`src/rtl/sha256_reg_driver.sv`:
```
// ---------------------------------------------------------------------------
// sha256_reg_driver
//   Bus initiator for the SHA-256 register block. Accepts a 512-bit block on a
//   valid/ready port, waits for the core to be READY, writes the 16 BLOCK words
//   and CTRL (INIT/NEXT/MODE), polls STATUS until the digest is VALID, reads the
//   8 DIGEST words and presents the 256-bit digest on a valid/ready port.
//   Bus errors and poll timeouts abort the block and pulse drv_error.
//
//   Optional feature macro: SHA256_DRV_ZEROIZE_EN
//     defined   : after the digest handshake one CTRL write of 'h8 (ZEROIZE) is
//                 issued and dig_data is cleared in the same cycle.
//     undefined : DONE returns straight to IDLE and dig_data is retained.
//
// Ports
//   clk, rst                 clock, synchronous active-high reset
//   blk_valid/blk_ready      block request handshake
//   blk_data [511:0]         block, word0 in [511:480]
//   blk_first, blk_mode      1: INIT / 0: NEXT; CTRL.MODE (1 = SHA-256)
//   dig_valid/dig_ready      digest handshake
//   dig_data [255:0]         DIGEST[0] in [255:224] ... DIGEST[7] in [31:0]
//   drv_error                one-cycle pulse on bus error or poll timeout
//   cs, we, address,         register bus initiator side, one access per cycle,
//   write_data, read_data,   read_data and err are valid in the same cycle
//   err                      as cs
// ---------------------------------------------------------------------------
module sha256_reg_driver #(
  parameter int                    ADDR_WIDTH  = 32,
  parameter int                    DATA_WIDTH  = 32,
  parameter logic [ADDR_WIDTH-1:0] CTRL_ADDR   = 'h10,
  parameter logic [ADDR_WIDTH-1:0] STATUS_ADDR = 'h18,
  parameter logic [ADDR_WIDTH-1:0] BLOCK_ADDR  = 'h80,
  parameter logic [ADDR_WIDTH-1:0] DIGEST_ADDR = 'h100,
  parameter int                    TIMEOUT     = 1023
) (
  input  logic                  clk,
  input  logic                  rst,
  input  logic                  blk_valid,
  output logic                  blk_ready,
  input  logic [511:0]          blk_data,
  input  logic                  blk_first,
  input  logic                  blk_mode,
  output logic                  dig_valid,
  input  logic                  dig_ready,
  output logic [255:0]          dig_data,
  output logic                  drv_error,
  output logic                  cs,
  output logic                  we,
  output logic [ADDR_WIDTH-1:0] address,
  output logic [DATA_WIDTH-1:0] write_data,
  input  logic [DATA_WIDTH-1:0] read_data,
  input  logic                  err
);

  localparam int POLL_MIN = $clog2(TIMEOUT + 1);
  localparam int POLL_W   = (POLL_MIN > 10) ? POLL_MIN : 10;

  typedef enum logic [3:0] {
    S_IDLE,
    S_WAIT_RDY,
    S_WR_BLK,
    S_WR_CTRL,
    S_POLL_BUSY,
    S_POLL_VALID,
    S_RD_DIG,
    S_DONE,
    S_ZEROIZE,
    S_ERR
  } state_t;

  state_t              state_q, state_d;
  logic [511:0]        blk_q;
  logic                first_q;
  logic                mode_q;
  logic [3:0]          word_idx_q;
  logic [POLL_W-1:0]   poll_q;
  logic [255:0]        dig_q;
  logic                poll_last;
  logic                ready_bit;
  logic                valid_bit;

  assign poll_last = (poll_q == POLL_W'(TIMEOUT - 1));
  assign ready_bit = read_data[0];
  assign valid_bit = read_data[1];
  assign dig_data  = dig_q;

  // NOTE: state and datapath registers are only ever assigned with <=, so every
  // flop samples the values from before the edge regardless of block ordering.
  always_ff @(posedge clk) begin
    if (rst) state_q <= S_IDLE;
    else     state_q <= state_d;
  end

  // NOTE: every output and state_d gets a default before the case statement, so
  // no path through the logic can leave a value unassigned and infer a latch.
  always_comb begin
    state_d    = state_q;
    blk_ready  = 1'b0;
    dig_valid  = 1'b0;
    drv_error  = 1'b0;
    cs         = 1'b0;
    we         = 1'b0;
    address    = '0;
    write_data = '0;

    unique case (state_q)
      S_IDLE: begin
        // Do not advertise acceptance while reset is held.
        blk_ready = ~rst;
        if (blk_valid && !rst) state_d = S_WAIT_RDY;
      end

      S_WAIT_RDY: begin
        cs      = 1'b1;
        address = STATUS_ADDR;
        if (err)            state_d = S_ERR;
        else if (ready_bit) state_d = S_WR_BLK;
        else if (poll_last) state_d = S_ERR;
      end

      S_WR_BLK: begin
        cs         = 1'b1;
        we         = 1'b1;
        address    = BLOCK_ADDR + ADDR_WIDTH'({word_idx_q, 2'b00});
        // blk_q shifts left after every write, so the current word is always on top.
        write_data = blk_q[511 -: DATA_WIDTH];
        if (err)                     state_d = S_ERR;
        else if (word_idx_q == 4'd15) state_d = S_WR_CTRL;
      end

      S_WR_CTRL: begin
        cs         = 1'b1;
        we         = 1'b1;
        address    = CTRL_ADDR;
        write_data = DATA_WIDTH'({mode_q, ~first_q, first_q});
        state_d    = err ? S_ERR : S_POLL_BUSY;
      end

      S_POLL_BUSY: begin
        // Waiting for READY to drop proves the core picked up the command; a
        // VALID left over from the previous block is ignored here.
        cs      = 1'b1;
        address = STATUS_ADDR;
        if (err)            state_d = S_ERR;
        else if (!ready_bit) state_d = S_POLL_VALID;
        else if (poll_last) state_d = S_ERR;
      end

      S_POLL_VALID: begin
        cs      = 1'b1;
        address = STATUS_ADDR;
        if (err)                         state_d = S_ERR;
        else if (ready_bit && valid_bit) state_d = S_RD_DIG;
        else if (poll_last)              state_d = S_ERR;
      end

      S_RD_DIG: begin
        cs      = 1'b1;
        address = DIGEST_ADDR + ADDR_WIDTH'({word_idx_q, 2'b00});
        if (err)                     state_d = S_ERR;
        else if (word_idx_q == 4'd7) state_d = S_DONE;
      end

      S_DONE: begin
        dig_valid = 1'b1;
        if (dig_ready) begin
`ifdef SHA256_DRV_ZEROIZE_EN
          state_d = S_ZEROIZE;
`else
          state_d = S_IDLE;
`endif
        end
      end

`ifdef SHA256_DRV_ZEROIZE_EN
      S_ZEROIZE: begin
        cs         = 1'b1;
        we         = 1'b1;
        address    = CTRL_ADDR;
        write_data = DATA_WIDTH'(4'h8);
        state_d    = err ? S_ERR : S_IDLE;
      end
`endif

      S_ERR: begin
        drv_error = 1'b1;
        state_d   = S_IDLE;
      end

      default: state_d = S_IDLE;
    endcase
  end

  // NOTE: the block payload register has no reset; it is loaded at every
  // handshake and never observed before that, so resetting 512 flops buys nothing.
  always_ff @(posedge clk) begin
    if (state_q == S_IDLE && blk_valid)
      blk_q <= blk_data;
    else if (state_q == S_WR_BLK)
      blk_q <= blk_q << DATA_WIDTH;
  end

  always_ff @(posedge clk) begin
    if (rst) begin
      first_q    <= 1'b0;
      mode_q     <= 1'b0;
      word_idx_q <= '0;
      poll_q     <= '0;
      dig_q      <= '0;
    end else begin
      if (state_q == S_IDLE && blk_valid) begin
        first_q <= blk_first;
        mode_q  <= blk_mode;
      end

      // Word index and poll counter restart on every state change, which covers
      // entry to each burst and each wait phase.
      if (state_d != state_q)
        word_idx_q <= '0;
      else if (state_q == S_WR_BLK || state_q == S_RD_DIG)
        word_idx_q <= word_idx_q + 4'd1;

      if (state_d != state_q)
        poll_q <= '0;
      else if (state_q == S_WAIT_RDY || state_q == S_POLL_BUSY ||
               state_q == S_POLL_VALID)
        poll_q <= poll_q + POLL_W'(1);

      // DIGEST[0] is read first and ends up in the top slice after 8 shifts;
      // an errored read is discarded.
      if (state_q == S_RD_DIG && !err)
        dig_q <= {dig_q[255-DATA_WIDTH:0], read_data};
`ifdef SHA256_DRV_ZEROIZE_EN
      else if (state_q == S_DONE && dig_ready)
        dig_q <= '0;
`endif
    end
  end

endmodule

```
`config.mk`:
```
export PLATFORM = sky130hd
export DESIGN_NAME = sha256_reg_driver
export DESIGN_NICKNAME = d
export VERILOG_FILES = /design/src/rtl/sha256_reg_driver.sv
export SDC_FILE = /design/constraint.sdc
export NUM_CORES = 2
export LEC_CHECK = 0
export ABC_CLOCK_PERIOD_IN_PS = 35900
export BUFFER_PORTS_ARGS = -buffer_cell sky130_fd_sc_hd__buf_4
export CORE_AREA = 2 2 337 339
export CTS_BUF_LIST = sky130_fd_sc_hd__clkbuf_4
export DETAILED_ROUTE_END_ITERATION = 16
export DIE_AREA = 0 0 339 341
export MAX_ROUTING_LAYER = met4
export PLACE_DENSITY_LB_ADDON = 0.08
export SYNTH_ARGS = -nofsm -noshare
export SYNTH_HDL_FRONTEND = slang
export SYNTH_SLANG_ARGS = --single-unit
```
`constraint.sdc`:
```
create_clock -name clk -period 35.9 [get_ports clk]
set_input_delay 7.18 -clock clk [delete_from_list [all_inputs] [get_ports clk]]
set_output_delay 7.18 -clock clk [all_outputs]
set_load 0.1 [all_outputs]
```
### Yosys cells after proc, flatten, opt, wreduce, memory -nomap -nowiden

Cells that the tools add are included.

| storage, ports and cells | value |
|---|---|
| logic and storage cells | 64 |
| output and inout port bits | 325 |
| register bits after elaboration | 788 |
| bits of input ports | 551 |

| operators by class | value |
|---|---|
| multiplexer cells | 24 |
| reductions and logical operators | 15 |
| equal/unequal tests | 12 |
| $add $sub $neg | 4 |
| bitwise operators | 2 |

Operators with widths:

| cell | count |
|---|---|
| $mux 512 | 2 |
| $pmux 32 s2 | 1 |
| $mux 4 | 14 |
| $pmux 10 s4 | 1 |
| $pmux 4 s8 | 1 |
| $eq 4x3->1 const B | 5 |
| $add 10x1->10 const B | 1 |
| $add 9x6->10 const A | 1 |
| $eq 10x10->1 const B | 1 |
| $add 8x6->9 const A | 1 |
| $eq 4x2->1 const B | 2 |
| $eq 4x4->1 const B | 2 |
| $reduce_or 6->1 | 1 |
| $mux 1 | 5 |
| $add 4x1->4 const B | 1 |
| $eq 4x1->1 const B | 1 |
| $logic_and 1x1->1 | 4 |
| $logic_not 4->1 | 1 |
| $ne 4x4->1 | 1 |
| $reduce_or 2->1 | 2 |
| $logic_or 1x1->1 | 3 |
| $reduce_or 3->1 | 1 |
| $logic_not 1->1 | 2 |
| $not 1->1 | 2 |
| $reduce_bool 2->1 | 1 |

### Longest topological paths before layout

| logic depth | value |
|---|---|
| depth after elaboration | 7 |
| gate-level depth with buffers | 10 |
| depth with buffers taken out | 8 |

### Least setup slack after synthesis

No wires, ideal clock.

| path | value |
|---|---|
| path kind | flip-flop to flip-flop |
| from | reg state_q[1] |
| to | reg blk_q[0], enable pin |
| path buffers | 1 |
| data required time | 33803 ps |
| cell stages (with the launch flop) | 5 |
| setup slack | -2781 ps |
| arrival time | 36583 ps |
| clock period less this slack | 38681 ps |
| setup time | 2097 ps |
| cells stage by stage | dfxtp_1 inv_2 or3_1 clkbuf_1 o21ai_0 |

| between the ends | value |
|---|---|
| word-level cells in the longest chain between the ends | 3 |
| elaborated cells between the ends (all ways) | 4 |
| classes of those cells | eq/ne: 1; reduce/logical: 3 |

RTL lines:

| element | line | text |
|---|---|---|
| from (decl) | 70 | `state_t state_q, state_d;` |
| from (signal assigned) | 90 | `else state_q <= state_d;` |
| $logic_not 4->1 | 196 | `if (state_q == S_IDLE && blk_valid)` |
| $logic_and 1x1->1 | 196 |  |
| $reduce_bool 2->1 (no line) (*) | -- |  |
| to (signal assigned) | 197 | `blk_q <= blk_data;` |
| to (signal assigned) | 199 | `blk_q <= blk_q << DATA_WIDTH;` |
| to (decl) | 71 | `logic [511:0] blk_q;` |

Mark *: on every way between the ends. The rest lies on a longest branch, timed or not.
A chain may end at the register's enable or synchronous reset.

### Worst setup path after layout

| path | value |
|---|---|
| from | in rst |
| to | out blk_ready |

| between the ends | value |
|---|---|
| word-level cells in the longest chain between the ends | 2 |

RTL lines:

| element | line | text |
|---|---|---|
| from (decl) | 36 | `input logic rst,` |
| $not 1->1 | 108 | `blk_ready = ~rst;` |
| $mux 1 | 105 | `unique case (state_q)` |
| to (decl) | 38 | `output logic blk_ready,` |

Every way passes these cells.

==> results.yml <==
die:
  initial_utilization: 0.286
  std_cell_rows: 123
  die_h_um: 341
  die-area_um2: 116000
  fp.dieW_um: 339
  io_pins: 876
  coreArea_um2: 112000
sta:
  slew_headroom: 0.173
  final.period_utilization: 0.423
  rsz0062_at_grt: "false"
  finalClockSkew_ns: 0.0737
  min_period_ns: 15.19
  max_freq_mhz: 65.8
  tns_ns: 0
  drv_slew: 0
  worstMarginPinSlew_ns: 1.24
  hold_viol: 0
  whs_ns: 0.430
  setup_viol: 0
critical_path:
  cp.required_ns: 28.72
  crit_family: "buffers and inverters"
  cp.arrival_ns: 8.01
  crit_slowest_cell: "buf_6"
  cp_num_buf_inv: 2
  path_class: "input pin to primary output"
  cp-end-kind: "primary output"
  rrSetupSlack_ns: 30.86
  crit_fanout: 65
  critPathMaxStageDelay_ns: 0.42
  start_kind: "input pin"
  path_cells: "buf_6, nor2b_1, buf_4"
cells_and_area:
  area_delta_synth_final_pct: 32.0
  multiInputGateArea_um2: 10100
  nFillCells: 11800
  post_route_cells_drive_above_1_share: 0.277
  regArea_um2: 20900
  fin_nets: 4867
status:
  status: "complete, no violations"
detailed_routing:
  antenna_left: 0
  vias: 25600
  first_pass_iters: 5
  wl_mm: 112
  drc: 0
  wire_per_inst_um: 18.6
  viasPerCell: 4.27
  drtIter0Drc: 1667
logic_synthesis:
  syn-cell-area_um2: 32000
  synth_warnings: 0
  netlist_instances: 3434
  ys.flop_type: "edfxtp_1"
  synth-edff-count: 512
  ys_ff_latch: 788
  synth_cell_types: 57
  synth_area_leader_cell: "edfxtp_1"
  synth_area_leaders: "edfxtp_1, nand2_1, dfxtp_1"
  synth_top_area_share: 0.480
  seq_area_frac_synth: 0.653
  synth_async_sr_flop_share: 0
  avgSynthCellArea_um2: 9.32
cts:
  clk-insertion-delay-late_ns: 1.09
  cts_tree: "yes"
  ctsResizeCount: 0
  cts_setup_buffers: 0
  clkTransAtPathRegs_ns: 0.06
  hold_buffers: 0
  cts_sinks: 788
  root_buffer: "clkbuf_4"
  cts_buffers: 225
  cts_buffer_depth: 3
  htree_num_levels: 4
grt:
  grt_overflow: 0
  antenna_found_initial: 45
  grt_pass1_vias: 24800
  grt_max_degree: 224
  track_usage: 0.193
  grt_pass1_wl_mm: 163
power:
  power.share.clock: 0.380
  power.share.sequential: 0.514
  p_leak_nw: 18.6
  p_per_area_nw_per_um2: 49.8
  netSwitchingFraction: 0.260
  switchingPower_mw: 0.547
  p_comb_frac: 0.106
  intPower_mw: 1.56
  vdd_drop_max_v: 0.0000205
place:
  routabilityCongestion: 0.824
  dp_hpwl_mm: 77.0
  port_buffers: 849
job:
  maxCapViolations: 0
min_path:
  hold_class: "flip-flop to flip-flop"
-- cell usage after synthesis (all sizes together), types with 5 or more instances --
| library cell | instances |
|---|---|
| and3 | 34 |
| nand2 | 1966 |
| buf | 115 |
| nand4 | 5 |
| o21ai | 6 |
| xnor2 | 8 |
| a21oi | 258 |
| clkbuf | 125 |
| edfxtp | 512 |
| inv | 7 |
| xor2 | 5 |
| mux2i | 5 |
| nor3 | 20 |
| dfxtp | 276 |
| nor2 | 13 |
| and2 | 34 |
-- state kept, by name, summed over array words and instances, names as in the netlist --
name / flops
blk_q: 512
word_idx_q: 4
dig_data: 256
state_q: 4
first_q: 1
mode_q: 1
poll_q: 10
-- path summary, 6_finish.rpt --
kind,endpoint,depth (start not counted),from
worst max-delay path,blk_ready,3,rst
worst max register to register,blk_q[293]$_DFFE_PP_,7,state_q[1]$_SDFF_PP0_
worst min-delay path,dig_data[188]$_SDFFE_PP0P_,2,dig_data[156]$_SDFFE_PP0P_
worst min register to register,dig_data[188]$_SDFFE_PP0P_,2,dig_data[156]$_SDFFE_PP0P_
-- cell type report --
type                       instances  share of cell area
timing repair buffer             867               0.156
multi-input combinational       2424               0.239
tap                             1500              0.0444
clock inverter                    37             0.00382
sequential                       788               0.495
antenna                           44             0.00261
clock buffer                     332              0.0590
inverter                           7            0.000622
-- worst register-to-register path, cell delays in order, from the launching register on --
cell	delay, ns
dfxtp_1	0.49
nor4_4	0.45
buf_4	0.46
nand2_8	0.47
o21ai_4	0.30
buf_4	0.68
buf_4	0.86
buf_12	0.63
-- cell families after synthesis --
logic type / share of synthesized area
other: 0.000117
multiplexers: 0.00156
buffers and inverters: 0.0364
AO/OA/AOI/OAI: 0.0473
flip-flops: 0.653
AND/OR/NAND/NOR: 0.257
XOR/XNOR: 0.00356
adder cells (fa/ha/maj): 0.00117
-- cells in the final DEF (no fill, tap or decap), types with 4 or more instances in the layout --
cell type and count:
nor2_1 11, buf_12 7, xor2_1 5, clkinv_1 26
conb_1 26, dfxtp_1 276, xnor2_1 8, diode_2 44
nand2_1 1965, clkbuf_4 332, inv_2 6, buf_4 859
and2_1 33, nor3_2 11, inv_1 5, edfxtp_1 512
mux2i_1 5, and3_1 34, nor3_1 9, a21oi_1 258
nand4_1 4
-- stage by stage --
| step | utilization | instances | power (mW) | worst slack, ns | instance area (µm²) |
|---|---|---|---|---|---|
| final | 0.378 | 5999 | 2.10 | 20.71 | 42300 |
| after floorplan | - | 3459 | 1.28 | 11.05 | 32100 |
| after global placement | 0.353 | 5586 | 1.33 | 20.68 | 39500 |
| after global routing | 0.378 | 5998 | 2.23 | 20.68 | 42300 |
| after CTS | 0.377 | 5955 | 2.15 | 20.71 | 42100 |
| after detailed placement | 0.353 | 5586 | 1.33 | 20.71 | 39500 |
-- per-layer routing --
metal / vias to the layer above / share of wire / global-route usage
li1: 13000 / - / -
met1: 11600 / 0.43 / 0.235
met2: 815 / 0.47 / 0.290
met3: 176 / 0.084 / 0.0735
met4: 0 / 0.025 / 0.0715
met5: - / 0 / -
-- power groups by stage --
stage / Combinational, mW / Clock, mW / Sequential (mW)
floorplan: 0.140 / 0 / 1.14
global placement: 0.227 / 0 / 1.10
detailed placement: 0.228 / 0 / 1.10
CTS: 0.229 / 0.839 / 1.08
global route: 0.253 / 0.887 / 1.09
finish: 0.223 / 0.800 / 1.08
(Power assumes the default switching activity.)
